File: config.mk
export PLATFORM = sky130hd
export DESIGN_NAME = rs_enc_ctrl
export DESIGN_NICKNAME = d
export VERILOG_FILES = /design/src/rtl/rs_enc_ctrl.sv
export SDC_FILE = /design/constraint.sdc
export NUM_CORES = 1
export LEC_CHECK = 0
export CAP_MARGIN = 20
export CORE_MARGIN = 3
export CORE_UTILIZATION = 47
export CTS_CLUSTER_SIZE = 25
export DETAILED_ROUTE_END_ITERATION = 12
export GPL_TIMING_DRIVEN = 0
export PLACE_DENSITY = 0.8
export SLEW_MARGIN = 10
export SYNTH_ARGS = -nofsm -noshare
export SYNTH_HDL_FRONTEND = slang
export SYNTH_SLANG_ARGS = --single-unit
File: constraint.sdc
create_clock -name clk -period 1.7 [get_ports clk]
set_input_delay 0.17 -clock clk [delete_from_list [all_inputs] [get_ports clk]]
set_output_delay 0.17 -clock clk [all_outputs]
set_load 0.01 [all_outputs]
File: src/rtl/rs_enc_ctrl.sv
// Control path for a systematic Reed-Solomon encoder: sequences message bytes into an external
// LFSR stage chain, then drains the chain's tail register as parity behind a one-cycle output register.
module rs_enc_ctrl #(
    parameter int K    = 239,
    parameter int NPAR = 16
) (
    input  logic       clk,
    input  logic       rst,
    input  logic       in_valid,
    input  logic       in_sop,
    input  logic [7:0] in_data,
    output logic       in_ready,
    input  logic [7:0] r_tail,
    output logic [7:0] enc_mr,
    output logic       enc_en,
    output logic       enc_clr,
    output logic       out_valid,
    output logic [7:0] out_data,
    output logic       out_sop,
    output logic       out_eop,
    output logic       err
);
    typedef enum logic [1:0] {S_IDLE, S_MSG, S_FLUSH, S_PAR} state_e;

    state_e     state_q, state_d;
    logic [7:0] msg_cnt_q, msg_cnt_d;
    logic [7:0] par_cnt_q, par_cnt_d;
    logic       out_valid_q, out_valid_d;
    logic [7:0] out_data_q, out_data_d;
    logic       out_sop_q, out_sop_d;
    logic       out_eop_q, out_eop_d;
    logic       err_q, err_d;
    logic       start;

    always_comb begin
        state_d     = state_q;
        msg_cnt_d   = msg_cnt_q;
        par_cnt_d   = par_cnt_q;
        out_valid_d = 1'b0;
        out_data_d  = 8'h00;
        out_sop_d   = 1'b0;
        out_eop_d   = 1'b0;
        err_d       = 1'b0;
        in_ready    = 1'b0;
        enc_en      = 1'b0;
        enc_mr      = 8'h00;
        enc_clr     = 1'b0;
        start       = 1'b0;
        case (state_q)
            S_IDLE: begin
                in_ready = 1'b1;
                if (in_valid) begin
                    if (in_sop) start = 1'b1;
                    else        err_d = 1'b1;
                end
            end
            S_MSG: begin
                in_ready = 1'b1;
                if (in_valid) begin
                    if (in_sop) begin
                        start   = 1'b1;
                        err_d   = 1'b1;
                        enc_clr = 1'b1;
                    end else begin
                        enc_en      = 1'b1;
                        enc_mr      = in_data ^ r_tail;
                        msg_cnt_d   = msg_cnt_q + 8'd1;
                        out_valid_d = 1'b1;
                        out_data_d  = in_data;
                        if (msg_cnt_q == 8'(K - 1)) state_d = S_FLUSH;
                    end
                end
            end
            S_FLUSH: begin
                par_cnt_d = 8'd0;
                state_d   = S_PAR;
            end
            S_PAR: begin
                enc_en      = 1'b1;
                out_valid_d = 1'b1;
                out_data_d  = r_tail;
                par_cnt_d   = par_cnt_q + 8'd1;
                if (par_cnt_q == 8'(NPAR - 1)) begin
                    out_eop_d = 1'b1;
                    enc_clr   = 1'b1;
                    par_cnt_d = 8'd0;
                    state_d   = S_IDLE;
                end
            end
            default: state_d = S_IDLE;
        endcase
        // On an abort the chain is cleared this same cycle, so the feedback sees an empty tail
        if (start) begin
            enc_en      = 1'b1;
            enc_mr      = enc_clr ? in_data : (in_data ^ r_tail);
            msg_cnt_d   = 8'd1;
            out_valid_d = 1'b1;
            out_data_d  = in_data;
            out_sop_d   = 1'b1;
            state_d     = (K == 1) ? S_FLUSH : S_MSG;
        end
        if (!rst) begin
            in_ready = 1'b0;
            enc_en   = 1'b0;
            enc_mr   = 8'h00;
            enc_clr  = 1'b1;
        end
    end

    always_ff @(posedge clk) begin
        if (!rst) begin
            state_q     <= S_IDLE;
            msg_cnt_q   <= 8'd0;
            par_cnt_q   <= 8'd0;
            out_valid_q <= 1'b0;
            out_data_q  <= 8'h00;
            out_sop_q   <= 1'b0;
            out_eop_q   <= 1'b0;
            err_q       <= 1'b0;
        end else begin
            state_q     <= state_d;
            msg_cnt_q   <= msg_cnt_d;
            par_cnt_q   <= par_cnt_d;
            out_valid_q <= out_valid_d;
            out_data_q  <= out_data_d;
            out_sop_q   <= out_sop_d;
            out_eop_q   <= out_eop_d;
            err_q       <= err_d;
        end
    end

    assign out_valid = out_valid_q;
    assign out_data  = out_data_q;
    assign out_sop   = out_sop_q;
    assign out_eop   = out_eop_q;
    assign err       = err_q;
endmodule

== Yosys cells after proc, flatten, opt, wreduce, memory -nomap -nowiden ==
Index checks and enable logic that the tools add are counted.
Word-level totals
  bits in registers: 30
  bits of input ports: 20
  output and inout bits: 23
  logic and storage cells: 79
Operators by class
  add/subtract/negate cells: 2
  equality and inequality tests: 14
  multiplexer cells: 37
  bitwise logic cells: 3
  reductions and logical operators: 13
Operators with widths (count)
  $mux 8: 10
  $pmux 8 s2: 2
  $mux 1: 17
  $add 8x1->8 const B: 2
  $ne 3x3->1 const B: 4
  $reduce_and 5->1: 2
  $eq 8x4->1 const B: 1
  $eq 8x8->1 const B: 1
  $mux 2: 4
  $ne 2x2->1 const B: 4
  $xor 8x8->8: 1
  $pmux 1 s2: 3
  $pmux 2 s3: 1
  $reduce_and 3->1: 2
  $reduce_bool 2->1: 3
  $eq 2x2->1 const B: 2
  $reduce_bool 4->1: 1
  $reduce_or 2->1: 2
  $reduce_bool 3->1: 1
  $eq 2x1->1 const B: 1
  $logic_not 2->1: 1
  $ne 2x1->1 const B: 1
  $not 1->1: 2
  $reduce_and 2->1: 1

== Longest topological paths before layout ==
Gate-level depths: netlist (run 1).
  depth in word-level cells: 6
  depth in mapped cells: 6
  depth with buffers taken out: 6

== Worst setup path after synthesis (run 1) ==
Ideal clock, no wire load.
  path kind: register to output
  start: register par_cnt_q[0]
  end: output port enc_clr
  arrival time: 1145 ps
  slack: 385 ps
  cell stages (with the launch flop): 5
  buffers on the path: 0
  cells stage by stage: dfxtp_1 > ha_1 > and3_1 > nand2_1 > o211ai_1
Between the ends
  word-level cells in the longest chain between the ends: 4
Ends and longest elaborated chain
  from (decl): line 27  | logic [7:0] par_cnt_q, par_cnt_d;
  from (signal assigned): line 123  | par_cnt_q <= par_cnt_d;
  $eq 8x4->1: line 83  | if (par_cnt_q == 8'(NPAR - 1)) begin
  $mux 1: line 83
  $pmux 1 s2: line 49  | case (state_q)
  $mux 1: line 102  | if (!rst) begin
  to (decl): line 16  | output logic enc_clr,
No other way between the ends.

== Final worst setup path (run 1) ==
  start: register state_q[1]
  end: output port enc_mr[0]
Between the ends
  word-level cells in the longest chain between the ends: 5
  elaborated cells on any way between the ends: 10
  those cells by class: eq/ne (2); mux (6); reduce/logical (2)
Ends and longest elaborated chain
  from (decl): line 25  | state_e state_q, state_d;
  from (signal assigned): line 121  | state_q <= state_d;
  $eq 2x2->1 (tied with other cells): line 49
  $pmux 1 s2 / $reduce_or 2->1 (equally long branches)
  $mux 8 / $mux 1 (equally long branches)
  $mux 8 *: line 93  | if (start) begin
  $mux 8 *: line 102
  to (decl): line 14  | output logic [7:0] enc_mr,
Every way passes the cells marked *; elsewhere a longest branch is shown, timed or not.

==> results by group, run 1 <==
Status
  • Violated checks: setup timing
  • Status: finished with violations

Yosys
  • Synth warn: 0
  • Post-Syn Nets: 200
  • Sequential area share after synthesis: ~39%
  • Netlist cell types: 40
  • Post-synth top cells: dfxtp_1, nand2_1, nor2_1
  • Mapped Area: 1540 um^2
  • Synth Instances: 177
  • Share of the synthesized area in the top cell type: 38.9%
  • Ys async rst share: 0%
  • Syn Area/Cell: about 8.7 um^2
  • Top cells by area, synth: dfxtp_1, nand2_1, a32o_1
  • Post-synth EDFFs: 0
  • Count leader, synth: dfxtp_1
  • Largest area contributor in the netlist: dfxtp_1
  • Most used DFF post-synth: dfxtp_1
  • Synthesized flop and latch total: 30

Floorplan
  • Die area: 4010 um^2
  • Top Ports: 43
  • CORE AREA: 3100 um^2
  • Starting density of the core: 49.7%
  • Die Span Y: between 60 and 70 um
  • Rows: 20
  • Die W: 63.3 um

Job
  • Max_cap viols: 0

STA
  • RSZ-0062 raised after global routing: true
  • Worst Max-Slew Pin Slew: ~280 ps
  • Final hold vios: 0
  • Setup TNS: -1230 ps
  • WHS: 151 ps
  • Final worst path period need: ~1900 ps
  • Post-route setup slack: -168 ps
  • Worst relative slew slack: between 80% and 90%
  • Slew Viols, Final: 0
  • Final Setup Violations: 8
  • Setup Skew: roughly 9.7 ps
  • Final period utilization: 110%
  • Max Fclk: 535 MHz

Clocking
  • H-tree Lvls: 2
  • CTS Buf Count: 5
  • Root Driver: clkbuf_4
  • Cts hold-fix bufs: 0
  • Clk buf depth: 2
  • Clock-pin slew on the worst setup and hold paths: 100 ps
  • Clock Latency Late Sink: 330 ps
  • CTS tree: done
  • Clock sink count: 30

Placed design
  • Post-DP HPWL: 2690 um
  • Gp weighted congestion: 0.768
  • I/O Buffers: 40
  • Cell count after placement: 261

Worst setup path
  • Worst Reg2Reg Path Length in Cells: 7
  • Crit Path Category: reg2out
  • Startpoint types: flip-flop
  • Worst Setup End Kind: output port
  • Worst Setup SP: state_q[1]$_SDFFE_PP0P_
  • Crit-path max FO: 6
  • CP Data Arrival Time: 1700 ps
  • R2R Setup Slk: roughly 310 ps
  • Crit path capture: enc_mr[0]
  • Worst r2r dst: msg_cnt_q[4]$_SDFFE_PP0N_
  • R2r startpoint: state_q[0]$_SDFFE_PN0P_
  • Worst EP required: 1530 ps

GRT
  • Gr usage total: 21.7%
  • Gr ovfl total: 0
  • Antenna violations before repair: 0
  • Vias in the first global route: between 1000 and 1500
  • First-pass GRT wire length: between 6000 and 7000 um
  • Pin count of the biggest net entering global routing: 11

Finish
  • Net count, final: 261
  • Synth-to-Final Area Change: 41.8%
  • Ratio of cells with drive above 1 in the final layout: between 20% and 30%
  • Number of diodes: 0
  • Finished Layout Cells: 282

Routing
  • WL final: 4010 um
  • DRT antenna net count: 0
  • DRT Pass-1 Iters: 4
  • Vias per Instance: 5.49
  • Vias: 1547
  • Initial DRC count: 80
  • WL per Instance: 14.2 um
  • Drt drc: 0

Min path
  • Hold Crit Class: in2reg

Power and ir drop
  • Pwr Density: 653 nW/um^2
  • Leakage power figure: 0.000986 uW
  • VDD IR max: ~0.39 mV
## kinds of logic after synthesis
group / count (synthesis) / share of synthesized area [%]
simple gates: 83 / 29.2
buf+inv: 12 / 4.87
compound gates: 40 / 19.5
xor+xnor: 9 / 5.11
fa+ha+maj: 3 / 2.43
flops: 30 / 38.9
## area by class of cell
| class | instances | area, um^2 |
|---|---|---|
| inverter | 4 | 15.0 |
| multi-input combinational | 135 | 928 |
| timing repair buffer | 54 | 464 |
| tap | 44 | 55.1 |
| clock buffer | 5 | 37.5 |
| clock inverter | 2 | 10.0 |
| fill | 247 | 915 |
| sequential | 30 | 608 |
| buffer | 8 | 70.1 |
## flip-flops by register name, summed over array words and instances, names as in the netlist
signal and count:
err 1, msg_cnt_q 8, out_data 8, out_eop 1, out_sop 1, out_valid 1, par_cnt_q 8, state_q 2
## critical path, cell delays in order (launching register included)
cell	delay, ps
dfxtp_2	350
nand3b_1	230
buf_4	190
nor2_4	170
buf_4	140
a32o_1	150
buf_2	130
## what timing repair did
item / 4_1_cts / 5_1_grt
buffers inserted: 12 / 2
endpoints found under the setup margin: 11 / 11
pin swaps: 10 / 3
gates resized for setup: 61 / 5
gates cloned: 0 / 0
## power breakdown
| part | total, uW | switching, uW | internal (uW) |
|---|---|---|---|
| Combinational | 296 | 138 | 158 |
| Clock | 398 | 249 | 148 |
| Sequential | 734 | 9.93 | 724 |
## routing by layer
metal / routed length, um / part of all wire (%) / GRT usage (%) / up-vias
met5: 0 / 0 / 0 / -
met4: 46 / 1.1 / 5.93 / 0
met3: 288 / 7.2 / 7.13 / 6
met2: 1910 / 48 / 36.0 / 55
met1: 1770 / 44 / 26.9 / 732
li1: - / - / - / 754
## per-stage QoR
stage	util (%)	setup slack, ps	power [uW]	area, um^2
after floorplan	-	385	881	1540
after global placement	64.4	-557	999	2000
after detailed placement	64.4	-572	1000	2000
after CTS	70.0	-148	1420	2170
after global routing	70.5	-242	1490	2190
final	70.5	-168	1430	2190
## how the worst min path moves through the flow
stage / start / to / depth (start not counted) / slack [ps]
final: in_sop / out_sop$_SDFF_PN0_ / 3 / 150
after global routing: in_sop / out_sop$_SDFF_PN0_ / 3 / 140
after CTS: in_sop / out_sop$_SDFF_PN0_ / 3 / 140
after detailed placement: in_sop / out_sop$_SDFF_PN0_ / 3 / 470
after global placement: in_sop / out_sop$_SDFF_PN0_ / 3 / 470
after floorplan: r_tail[0] / out_data[0]$_SDFF_PN0_ / 1 / 280
## placed cells by master (no fill, tap or decap), drive strengths merged, types with 5 or more instances in the layout
cell           count
xor2               7
clkbuf             6
nor2              15
and3               6
and2              10
clkdlybuf4s50     28
nand4              6
nand2             28
a32o               8
dfxtp             30
buf               31
a21o               9
nand3              7
o21ai              5
Power figures use the tool's default switching activity.
==> run 2, diff against run 1 <==
--- a/config.mk
+++ b/config.mk
@@ -7,11 +7,12 @@
 export LEC_CHECK = 0
 export CAP_MARGIN = 20
 export CORE_MARGIN = 3
-export CORE_UTILIZATION = 47
+export CORE_UTILIZATION = 45
 export CTS_CLUSTER_SIZE = 25
 export DETAILED_ROUTE_END_ITERATION = 12
 export GPL_TIMING_DRIVEN = 0
-export PLACE_DENSITY = 0.8
+export PLACE_DENSITY = 0.77
+export REMOVE_ABC_BUFFERS = 1
 export SLEW_MARGIN = 10
 export SYNTH_ARGS = -nofsm -noshare
 export SYNTH_HDL_FRONTEND = slang
==> run 2 against run 1 <==
Die area rose by 4.0%. Sequential power about the same. Maximum frequency rose by 1.0%. Worst setup slack better by 18 ps. Count of clock-buffer cells in the layout is 2 higher. Via count grew 1.4%. Total power increased by 3.9%. Worst hold slack improved by 280 ps. First-iteration DRC count grew 89%. Critical path type unchanged. Global-route usage rose by 0.74 points. The flow still finishes with violations (setup timing). Critical endpoint is now enc_mr[2]. Core utilization rose by 1.4 points.
==> results by group, run 2 (same netlist as run 1, synthesis figures left out) <==
Power and ir drop
  • Final Power: 1480 uW (was 1430 uW)
  • Seq pwr share: 49.5% (was 51.4%)
  • Cell Int Power: 1080 uW (was 1030 uW)
  • Pwr Density: 655 nW/um^2 (was 653 nW/um^2)
  • Leakage power figure: 0.00102 uW (was 0.000986 uW)
  • Psw: 402 uW (was 397 uW)
  • VDD IR max: 0.365 mV (was 0.388 mV)
  • Clock network fraction of total power: 30.1% (was 27.8%)
  • Combinational share of power: 20.4% (was 20.8%)
  • Sw frac: 27.1% (was 27.8%)

Clocking
  • H-tree Lvls: 2 (unchanged)
  • Cts hold-fix bufs: 0 (unchanged)
  • Clk buf depth: 2 (unchanged)
  • Root Driver: clkbuf_4 (unchanged)
  • Clock-pin slew on the worst setup and hold paths: 90 ps (was 100 ps)
  • Clock Latency Late Sink: 320 ps (was 330 ps)
  • CTS tree: done (unchanged)
  • CTS Buf Count: 5 (unchanged)
  • Clock sink count: 30 (unchanged)

Floorplan
  • Die W: 64.6 um (was 63.3 um)
  • Die area: 4170 um^2 (was 4010 um^2)
  • Top Ports: 43 (unchanged)
  • CORE AREA: 3150 um^2 (was 3100 um^2)
  • Starting density of the core: 48.9% (was 49.7%)
  • Rows: 20 (unchanged)
  • Die Span Y: 64.6 um (was 63.3 um)

GRT
  • Gr ovfl total: 0 (unchanged)
  • First-pass GRT wire length: 7240 um (was 6910 um)
  • Vias in the first global route: 1605 (was 1457)
  • Antenna violations before repair: 0 (unchanged)
  • Gr usage total: 22.4% (was 21.7%)
  • Pin count of the biggest net entering global routing: 15 (was 11)

Worst setup path
  • Slowest CP cell: dfxtp_4 (was dfxtp_2)
  • CP Data Arrival Time: 1680 ps (was 1700 ps)
  • Worst r2r dst: par_cnt_q[4]$_SDFFE_PN0P_ (was msg_cnt_q[4]$_SDFFE_PP0N_)
  • R2r startpoint: state_q[1]$_SDFFE_PP0P_ (was state_q[0]$_SDFFE_PN0P_)
  • Crit Path Category: reg2out (unchanged)
  • Worst Setup End Kind: output port (unchanged)
  • Crit-path max FO: 5 (was 6)
  • CP max stage delay: 380 ps (was 350 ps)
  • Worst path cell trace: nand3b_1, nor2_4, buf_6, and2_4, a32o_1, buf_2 (was nand3b_1, buf_4, nor2_4, buf_4, a32o_1, buf_2)
  • Worst Reg2Reg Path Length in Cells: 5 (was 7)
  • R2R Setup Slk: 180 ps (was 310 ps)
  • Startpoint types: flip-flop (unchanged)
  • Worst EP required: 1530 ps (about the same)

Min path
  • Hold Path Stages: 2 (was 3)
  • Hold Crit Endpoint: state_q[0]$_SDFFE_PN0P_ (was out_sop$_SDFF_PN0_)
  • Hold Crit Class: in2reg (unchanged)
  • Hold path start: rst (was in_sop)

Status
  • Violated checks: setup timing (unchanged)
  • Status: finished with violations (unchanged)

Finish
  • Ratio of cells with drive above 1 in the final layout: 27.5% (was 25.2%)
  • Net count, final: 266 (was 261)
  • Number of diodes: 0 (unchanged)
  • Commonest non-fill, non-tap cell in the layout: clkdlybuf4s50_1 (unchanged)
  • Finished Layout Cells: 288 (was 282)
  • Most frequent cells in the layout: clkdlybuf4s50_1, nand2_1, dfxtp_1 (unchanged)
  • Synth-to-Final Area Change: 47.0% (was 41.8%)

Placed design
  • I/O Buffers: 42 (was 40)
  • Place WS: -924 ps (was -572 ps)
  • Cell count after placement: 255 (was 261)
  • Post-DP HPWL: 2790 um (was 2690 um)
  • Gp weighted congestion: 0.782 (was 0.768)

Routing
  • Vias per Instance: 5.45 (was 5.49)
  • Vias: 1569 (was 1547)
  • WL per Instance: 15.1 um (was 14.2 um)
  • Initial DRC count: 151 (was 80)
  • WL final: 4360 um (was 4010 um)
  • Drt drc: 0 (unchanged)
  • DRT Pass-1 Iters: 4 (unchanged)
  • DRT antenna net count: 0 (unchanged)

STA
  • Final worst path period need: 1850 ps (was 1870 ps)
  • Setup Skew: 4.72 ps (was 9.65 ps)
  • Worst relative slew slack: 68.9% (was 81.2%)
  • Slew Viols, Final: 0 (unchanged)
  • Worst Max-Slew Pin Slew: 466 ps (was 281 ps)
  • Final hold vios: 0 (unchanged)
  • Setup TNS: -1150 ps (was -1230 ps)
  • Final period utilization: 109% (was 110%)
  • RSZ-0062 raised after global routing: true (unchanged)
  • Final Setup Violations: 9 (was 8)
  • Max Fclk: 541 MHz (was 535 MHz)
  • Post-route setup slack: -149 ps (was -168 ps)

Job
  • Max_cap viols: 0 (unchanged)
[run 2: cell count changes in the layout (fill, tap and decap cells not counted), moves of 2 or more]
cell,previous run,this run
and2_4,1,5
buf_4,13,18
dfxtp_2,6,2
dfxtp_4,0,3
buf_2,11,9
and2_1,9,5
[run 2: through the flow]
stage / hold WS (ps) / cell area [um^2] / utilization [%]
after floorplan: 280 / 1480 / -
after global placement: 481 / 1960 / 62.1
after detailed placement: 498 / 1960 / 62.1
after CTS: 395 / 2170 / 68.8
after global routing: 429 / 2270 / 71.9
final: 434 / 2270 / 71.9
[run 2: area by class of cell]
| type | count | area (um^2) |
|---|---|---|
| clock buffers | 7 | 55.1 |
| clock inverters | 1 | 5.00 |
| fillers | 267 | 885 |
| inverters | 4 | 15.0 |
| multi-input cells | 136 | 948 |
| flip-flops and latches | 30 | 614 |
| well taps | 44 | 55.1 |
| repair buffers | 66 | 576 |
[run 2: power by group through the flow]
stage	Clock (uW)	Sequential (uW)	Combinational (uW)
4_1_cts	463	737	283
3_5_place_dp	0	759	236
6_report	446	735	303
2_1_floorplan	0	762	100
5_1_grt	501	739	328
3_3_place_gp	0	758	230
[run 2: worst max path at each step]
stage | end | slack (ps) | depth (start not counted) | start
after floorplan | enc_mr[0] | 210 | 4 | state_q[0]$_SDFFE_PN0P_
after global placement | enc_mr[6] | -850 | 6 | rst
after detailed placement | enc_mr[2] | -920 | 6 | rst
after CTS | enc_mr[3] | -170 | 6 | state_q[1]$_SDFFE_PP0P_
after global routing | enc_mr[6] | -250 | 6 | state_q[1]$_SDFFE_PP0P_
final | enc_mr[2] | -150 | 6 | state_q[1]$_SDFFE_PP0P_
[run 2: layer usage]
layer	global-route usage, %	part of all wire, %	vias up
met1	23.3	40	750
met3	5.89	4.4	10
met4	10.6	2.5	0
li1	-	-	768
met5	0	0	-
met2	41.5	53	41
[run 2: critical path: cells and delay by family (launching register included)]
kind | cells | cell delay (ps)
DFF | 1 | 380
buffers and inverters | 2 | 270
and+or+nand+nor | 3 | 600
AOI/OAI and AO/OA | 1 | 110
[run 2: what timing repair did]
item                                    4_1_cts  5_1_grt
gates resized for setup                      61       15
pin swaps                                    12        8
buffers inserted                             17        7
endpoints found under the setup margin       11       10
gates cloned                                  1        0
